==> src/rtl/gpa_spi_serialiser.sv <==
// rtl/gpa_spi_serialiser.sv - multi-channel parallel SPI serialiser for GPA DAC boards
module gpa_spi_serialiser #(
    parameter int NCH  = 4,
    parameter int DW   = 24,
    parameter int DIVW = 6,
    localparam int CHW = (NCH > 1) ? $clog2(NCH) : 1
) (
    input  logic            clk,
    input  logic            rst_n,
    input  logic            valid_i,
    input  logic [CHW-1:0]  ch_i,
    input  logic [DW-1:0]   word_i,
    input  logic            bcast_i,
    input  logic [DIVW-1:0] spi_clk_div_i,
    input  logic            ldac_en_i,
    output logic            sclk_o,
    output logic            syncn_o,
    output logic            ldacn_o,
    output logic [NCH-1:0]  sdo_o,
    output logic            busy_o,
    output logic [NCH-1:0]  data_lost_o
);

    localparam int BCW = $clog2(DW);

    typedef enum logic [1:0] {S_IDLE, S_SHIFT, S_GAP, S_LOAD} state_e;

    state_e                    state_q, state_d;
    logic [NCH-1:0][DW-1:0]    staging_q, staging_d;
    logic [NCH-1:0][DW-1:0]    shift_q, shift_d;
    logic [NCH-1:0]            present_q, present_d;
    logic [NCH-1:0]            lost_q, lost_d;
    logic                      pending_q, pending_d;
    logic [BCW-1:0]            bit_q, bit_d;
    logic [DIVW-1:0]           hc_q, hc_d;
    logic [DIVW-1:0]           div_q, div_d;
    logic                      sclk_q, sclk_d;
    logic                      syncn_q, syncn_d;
    logic                      ldacn_q, ldacn_d;
    logic [NCH-1:0]            sdo_q, sdo_d;
    logic                      busy_q, busy_d;
    logic [NCH-1:0]            wr_sel;
    logic                      load;

    // Out-of-range channel numbers match no select line and are dropped.
    always_comb begin
        wr_sel = '0;
        for (int i = 0; i < NCH; i++) begin
            wr_sel[i] = valid_i && (ch_i == CHW'(i));
        end
    end

    always_comb begin
        state_d   = state_q;
        staging_d = staging_q;
        shift_d   = shift_q;
        present_d = present_q;
        lost_d    = lost_q;
        pending_d = pending_q;
        bit_d     = bit_q;
        hc_d      = hc_q;
        div_d     = div_q;
        sclk_d    = sclk_q;
        syncn_d   = syncn_q;
        ldacn_d   = ldac_en_i;
        sdo_d     = sdo_q;
        load      = 1'b0;

        case (state_q)
            S_IDLE: begin
                sclk_d  = 1'b0;
                syncn_d = 1'b1;
                if (pending_q) begin
                    load    = 1'b1;
                    state_d = S_SHIFT;
                    shift_d = staging_q;
                    syncn_d = 1'b0;
                    bit_d   = BCW'(DW - 1);
                    hc_d    = '0;
                    div_d   = spi_clk_div_i;
                    for (int i = 0; i < NCH; i++) begin
                        sdo_d[i] = staging_q[i][DW-1];
                    end
                end
            end
            S_SHIFT: begin
                if (hc_q == div_q) begin
                    hc_d = '0;
                    if (!sclk_q) begin
                        sclk_d = 1'b1;
                    end else if (bit_q == '0) begin
                        sclk_d  = 1'b0;
                        syncn_d = 1'b1;
                        sdo_d   = '0;
                        state_d = S_GAP;
                    end else begin
                        // Data only moves on the falling SCLK edge so it is stable at the rise.
                        sclk_d = 1'b0;
                        bit_d  = bit_q - 1'b1;
                        for (int i = 0; i < NCH; i++) begin
                            shift_d[i] = shift_q[i] << 1;
                            sdo_d[i]   = shift_q[i][DW-2];
                        end
                    end
                end else begin
                    hc_d = hc_q + 1'b1;
                end
            end
            S_GAP: begin
                if (hc_q == div_q) begin
                    hc_d = '0;
                    if (ldac_en_i) begin
                        ldacn_d = 1'b0;
                        state_d = S_LOAD;
                    end else begin
                        state_d = S_IDLE;
                    end
                end else begin
                    hc_d = hc_q + 1'b1;
                end
            end
            S_LOAD: begin
                ldacn_d = 1'b0;
                if (hc_q == div_q) begin
                    hc_d    = '0;
                    ldacn_d = 1'b1;
                    state_d = S_IDLE;
                end else begin
                    hc_d = hc_q + 1'b1;
                end
            end
            default: state_d = S_IDLE;
        endcase

        if (load) begin
            pending_d = 1'b0;
            present_d = '0;
            lost_d    = '0;
        end

        // A write landing on the load cycle belongs to the next frame and is never an overwrite.
        for (int i = 0; i < NCH; i++) begin
            if (wr_sel[i]) begin
                staging_d[i] = word_i;
                if (present_q[i] && !load) begin
                    lost_d[i] = 1'b1;
                end
                present_d[i] = 1'b1;
            end
        end

        if ((|wr_sel) && bcast_i) begin
            pending_d = 1'b1;
        end

        busy_d = (state_d != S_IDLE);
    end

    always_ff @(posedge clk or negedge rst_n) begin
        if (!rst_n) begin
            state_q   <= S_IDLE;
            staging_q <= '0;
            shift_q   <= '0;
            present_q <= '0;
            lost_q    <= '0;
            pending_q <= 1'b0;
            bit_q     <= '0;
            hc_q      <= '0;
            div_q     <= '0;
            sclk_q    <= 1'b0;
            syncn_q   <= 1'b1;
            ldacn_q   <= 1'b1;
            sdo_q     <= '0;
            busy_q    <= 1'b0;
        end else begin
            state_q   <= state_d;
            staging_q <= staging_d;
            shift_q   <= shift_d;
            present_q <= present_d;
            lost_q    <= lost_d;
            pending_q <= pending_d;
            bit_q     <= bit_d;
            hc_q      <= hc_d;
            div_q     <= div_d;
            sclk_q    <= sclk_d;
            syncn_q   <= syncn_d;
            ldacn_q   <= ldacn_d;
            sdo_q     <= sdo_d;
            busy_q    <= busy_d;
        end
    end

    assign sclk_o      = sclk_q;
    assign syncn_o     = syncn_q;
    assign ldacn_o     = ldacn_q;
    assign sdo_o       = sdo_q;
    assign busy_o      = busy_q;
    assign data_lost_o = lost_q;

endmodule

==> config.mk <==
export PLATFORM = sky130hd
export DESIGN_NAME = gpa_spi_serialiser
export DESIGN_NICKNAME = d
export VERILOG_FILES = /design/src/rtl/gpa_spi_serialiser.sv
export SDC_FILE = /design/constraint.sdc
export NUM_CORES = 1
export LEC_CHECK = 0
export ABC_AREA = 1
export BUFFER_PORTS_ARGS = -buffer_cell sky130_fd_sc_hd__buf_4
export CORE_ASPECT_RATIO = 2
export CORE_UTILIZATION = 55
export DETAILED_ROUTE_END_ITERATION = 10
export PLACE_DENSITY_LB_ADDON = 0.25
export SLEW_MARGIN = 20
export SYNTH_ARGS = -nofsm -noshare
export SYNTH_HDL_FRONTEND = slang
export SYNTH_SLANG_ARGS = --single-unit
==> constraint.sdc <==
create_clock -name clk -period 3.02 [get_ports clk]
set_clock_uncertainty 0.15 [all_clocks]
set_input_delay 0.604 -clock clk [delete_from_list [all_inputs] [get_ports clk]]
set_output_delay 0.604 -clock clk [all_outputs]
set_load 0.01 [all_outputs]
Yosys cells after proc, flatten, opt, wreduce, memory -nomap -nowiden --
Cells that the tools add are included.
Cells by class: multiplexer cells 55, reductions and logical operators 27, equal/unequal tests 12, add/sub/neg operators 2
Operator list (number):
- 95-bit 2-to-1 mux | 4
- 95-bit one-hot mux with 2 select lines | 1
- 1-bit 2-to-1 mux | 24
- 4-bit 2-to-1 mux | 6
- 5-bit 2-to-1 mux | 4
- 2-bit 2-to-1 mux | 7
- 2-bit nonzero test | 7
- 6-bit 2-to-1 mux | 2
- 6-bit one-hot mux with 2 select lines | 1
- 2-bit inequality test (second input constant) | 5
- 5-bit one-hot mux with 2 select lines | 1
- 1-bit logical AND | 9
- 2-bit equality test (second input constant) | 4
- 2-bit one-hot mux with 4 select lines | 1
- 4-bit one-hot mux with 2 select lines | 1
- 4-bit AND reduction | 2
- 6-bit by 1-bit adder with 6-bit output (second input constant) | 1
- 6-bit equality test | 1
- 1-bit one-hot mux with 2 select lines | 3
- 5-bit logical NOT | 1
- 5-bit AND reduction | 1
- 5-bit by 1-bit subtractor with 5-bit output (second input constant) | 1
- 2-bit by 1-bit equality test with 1-bit output (second input constant) | 2
- 2-bit logical NOT | 2
- other kinds (4) | 5
Word-level totals: register bits 224, output and inout bits 12, input port bits 37

Longest topological paths before layout --
depth in word-level cells 6, mapped depth 13

Least setup slack after synthesis --
OpenSTA, ideal clock, no wires.
path kind register to register, start register bit_q[0], end register bit_q[1], cell stages (with the launch flop) 14, setup time 0.122 ns, data arrival time 1.541 ns, path slack 1.207 ns, clock period less this slack 1.813 ns, cells stage by stage dfrtp_1 -> inv_1 -> ha_1 -> inv_1 -> nor2_1 -> nand2_1 -> o21ai_0 -> nor2_1 -> nand2_4 -> inv_2 -> buf_6 -> buf_4 -> nand2_1 -> o21ai_1
Between the ends: cells in the longest elaborated chain, start to end 5
Ends and longest elaborated chain:
- start: declaration | line 34 | logic [BCW-1:0] bit_q, bit_d;
- start signal: assignment | line 182 | bit_q <= bit_d;
- 5-bit by 1-bit subtractor with 5-bit output | line 99 | bit_d = bit_q - 1'b1;
- 5-bit 2-to-1 mux | line 91 | end else if (bit_q == '0) begin
- 5-bit 2-to-1 mux | line 89 | if (!sclk_q) begin
- 5-bit 2-to-1 mux | line 87 | if (hc_q == div_q) begin
- 5-bit one-hot mux with 2 select lines | line 69 | case (state_q)
Parallel ways exist; a longest one is shown, timed or not. The select of a mux whose other input is x is not followed. A chain may end at the register's enable or synchronous reset.

Final worst setup path --
start register hc_q[4], end register shift_q[11] (netlist name)
Between the ends: cells in the longest elaborated chain, start to end 3
Ends and longest elaborated chain:
- start: declaration | line 35 | logic [DIVW-1:0] hc_q, hc_d;
- start signal: assignment | line 168 | hc_q <= '0;
- start signal: assignment | line 183 | hc_q <= hc_d;
- 6-bit equality test | line 87
- 2-bit inequality test (no line)
- 5-bit AND reduction (no line)
- end signal: assignment | line 178 | shift_q <= shift_d;
- end: declaration | line 30 | logic [NCH-1:0][DW-1:0] shift_q, shift_d;
No other way between the ends.

==> flow_summary.json <==
{
  "synth_compound_area_share_pct": 15.49,
  "setup_violations": 0,
  "clock-root-buffer": "clkbuf_16",
  "slew_headroom_pct": 34.18,
  "clock-sinks": 224,
  "start_util_pct": 56.30,
  "die_h_um": 190.0,
  "p_seq_share_pct": 45.5,
  "synth-seq-cells": 224,
  "postRouteAntennaNets": 0,
  "synth_top_flop_cell": "dfrtp_1",
  "pin_count": 49,
  "place.gp.congestion": 0.8164,
  "drive_gt1_share_pct": 9.076,
  "synth.distinct_cells": 29,
  "overflow": 0,
  "core_um2": 17270,
  "grt_pass1_wl_um": 33780,
  "syn-num-nets": 1196,
  "rsz0062_at_grt": "false",
  "clk_pin_slew_worst_paths_ns": 0.07,
  "p_clk_share_pct": 26.2,
  "synth.largest_area_cell": "dfrtp_1",
  "nNetsFinal": 1219,
  "powerDensity_nw_per_um2": 864.2,
  "postSynth.asyncResetShare_pct": 100.0,
  "postCtsSetupRepairBufs": 0,
  "synth_top_area_share_pct": 57.14,
  "portBuffers": 48,
  "setup_tns_ns": 0,
  "antennaDiodeCount": 0,
  "drc": 0,
  "synth_edf_count": 0,
  "hold_class": "in2reg",
  "drv_cap": 0,
  "fp.dieArea_um2": 18250,
  "leakage_nw": 5.274,
  "synth_top_family_by_area": "simple AND/OR/NAND/NOR gates",
  "ys_top_cells_by_area": "dfrtp_1 57%, nand2_1 14%, o21ai_0 10%",
  "hold_violations": 0,
  "fmax_mhz": 426.9,
  "viasPerCell": 5.229,
  "drv_slew": 0,
  "finalPower_mw": 9.351,
  "reg2reg_setup_slack_ns": 0.68,
  "path_max_fanout": 81,
  "vias": 7320,
  "r2r-end": "shift_q[11]",
  "synth_cells": 1156,
  "grt_max_degree": 92,
  "track_usage_pct": 23.53,
  "grt_pass1_vias": 7015,
  "p_int_mw": 6.193,
  "synthXorXnorAreaFrac_pct": 0.4504,
  "worst_pin_slew_ns": 0.9861,
  "ctsResizeCount": 0,
  "yosys.area_share.simple_pct": 16.90,
  "ctsLongestPathBuffers": 3,
  "drt_iter0_markers": 504,
  "synthMuxAreaShare_pct": 0,
  "routed_wl_um": 19860,
  "post_drt_wl_per_cell_um": 14.19,
  "timing.rr.start": "hc_q[4]",
  "ir_drop_uv": 537.0,
  "holdPathEnd": "div_q[3]",
  "finalCritPeriodShare_pct": 77.57,
  "yosysSeqAreaShare_pct": 57.68,
  "switching_power_mw": 3.158,
  "ctsHoldBuffers": 1,
  "synth.avg_cell_area_um2": 8.411,
  "start_kind": "flip-flop",
  "outcome": "complete, no violations",
  "cp.arrival_ns": 2.61,
  "min_path_cells": 3,
  "multiInputGateArea_um2": 3236,
  "min-delay-start": "spi_clk_div_i[3]",
  "r2r_cells": 11,
  "htree_levels": 1,
  "ys_warn_count": 0,
  "required_ns": 3.29,
  "critPathCaptureType": "flip-flop",
  "yosys.area_share.adder_pct": 0.3861,
  "clock_latency_ns": 0.49,
  "syn-cell-area_um2": 9723,
  "yosys-top-cells-count": "367 x nand2_1, 222 x dfrtp_1, 195 x o21ai_0, 141 x inv_1, 92 x o21ai_1",
  "antenna_found_initial": 0,
  "synthToLayoutAreaGrowth_pct": 11.29,
  "whs_ns": 0.2095,
  "cts_tree": "yes",
  "seq_area_um2": 5608,
  "fillCellCount": 1498,
  "synth.most_common_cell": "nand2_1",
  "rows": 68,
  "switching_share_pct": 33.77,
  "path_class": "reg2reg",
  "die_w_um": 96.02,
  "dp_hpwl_um": 12700,
  "cts_buffers": 20,
  "firstDrtPassIters": 5,
  "fin_crit_ns": 2.342,
  "p_comb_share_pct": 28.3
}
## routing by layer
layer	routed length, um	share of wire (%)	GRT usage (%)
met4	238	1.2	4.822
met2	10560	53	41.73
met1	8328	42	30.72
met3	740	3.7	2.518
met5	0	0	0
## kinds of logic after synthesis
| family | Yosys count |
|---|---|
| AO/OA/AOI/OAI | 299 |
| XOR/XNOR | 5 |
| adder cells (fa/ha/maj) | 3 |
| buffers and inverters | 209 |
| flip-flops | 224 |
| AND/OR/NAND/NOR | 416 |
## state kept, by name, summed over array words and instances (netlist names)
register     count
div_q            6
busy_o           1
syncn_o          1
data_lost_o      4
sclk_o           1
sdo_o            4
shift_q         92
bit_q            5
present_q        4
pending_q        1
state_q          2
ldacn_o          1
hc_q             6
staging_q       96
## final cells by class
type	instances	area share [%]
clock buffer	30	5.631
clock inverter	3	0.1388
inverter	147	5.146
multi-input combinational	723	29.90
sequential	224	51.83
tap	210	2.428
timing repair buffer	63	4.926
## power by group through the flow
stage                     registers, mW  logic, mW  clock network (mW)
after detailed placement           4.30       2.65                   0
after floorplan                    4.23       2.00                   0
after CTS                          4.26       2.69                2.50
final                              4.26       2.65                2.45
after global placement             4.27       2.58                   0
after global routing               4.35       3.09                2.60
## cells in the final DEF, fill, tap and decap left out, types with 3 or more instances in the layout
cell,instances
nand2_1,367
nand3_1,16
o21ai_1,92
a21oi_1,6
inv_1,141
nor2_1,18
clkbuf_8,5
o21ai_0,195
xor2_1,4
ha_1,3
dfrtp_1,222
buf_4,57
clkbuf_1,4
inv_2,4
nand4_1,3
o22ai_1,4
clkinv_2,3
clkbuf_16,21
buf_12,4
## through the flow
step / util (%) / cell area, um2 / setup WS [ns] / cells
3_3_place_gp: 58.98 / 10190 / 0.7771 / 1366
5_1_grt: 62.65 / 10820 / 0.5071 / 1400
2_1_floorplan: - / 9723 / 1.207 / 1156
6_report: 62.65 / 10820 / 0.6775 / 1400
3_5_place_dp: 58.98 / 10190 / 0.7325 / 1366
4_1_cts: 62.65 / 10820 / 0.7153 / 1400
## worst max-delay path by stage
stage,start,endpoint,depth (start not counted)
finish,hc_q[4],shift_q[11],11
CTS,hc_q[4],shift_q[11],11
global placement,hc_q[4],shift_q[11],11
floorplan,bit_q[0],bit_q[1],13
detailed placement,hc_q[4],shift_q[11],11
global route,hc_q[4],shift_q[34],11
## critical path, stage by stage (launching register included)
cell and delay (ns):
dfrtp_1 0.39, inv_2 0.06, nand2_1 0.06, nand2_1 0.06, nor2_1 0.27, nand3_2 0.22
nand2_2 0.12, nand2_4 0.09, inv_4 0.21, buf_12 0.33, nand2_1 0.15, o21ai_1 0.11
No activity file was read; power rests on OpenSTA's default activity.
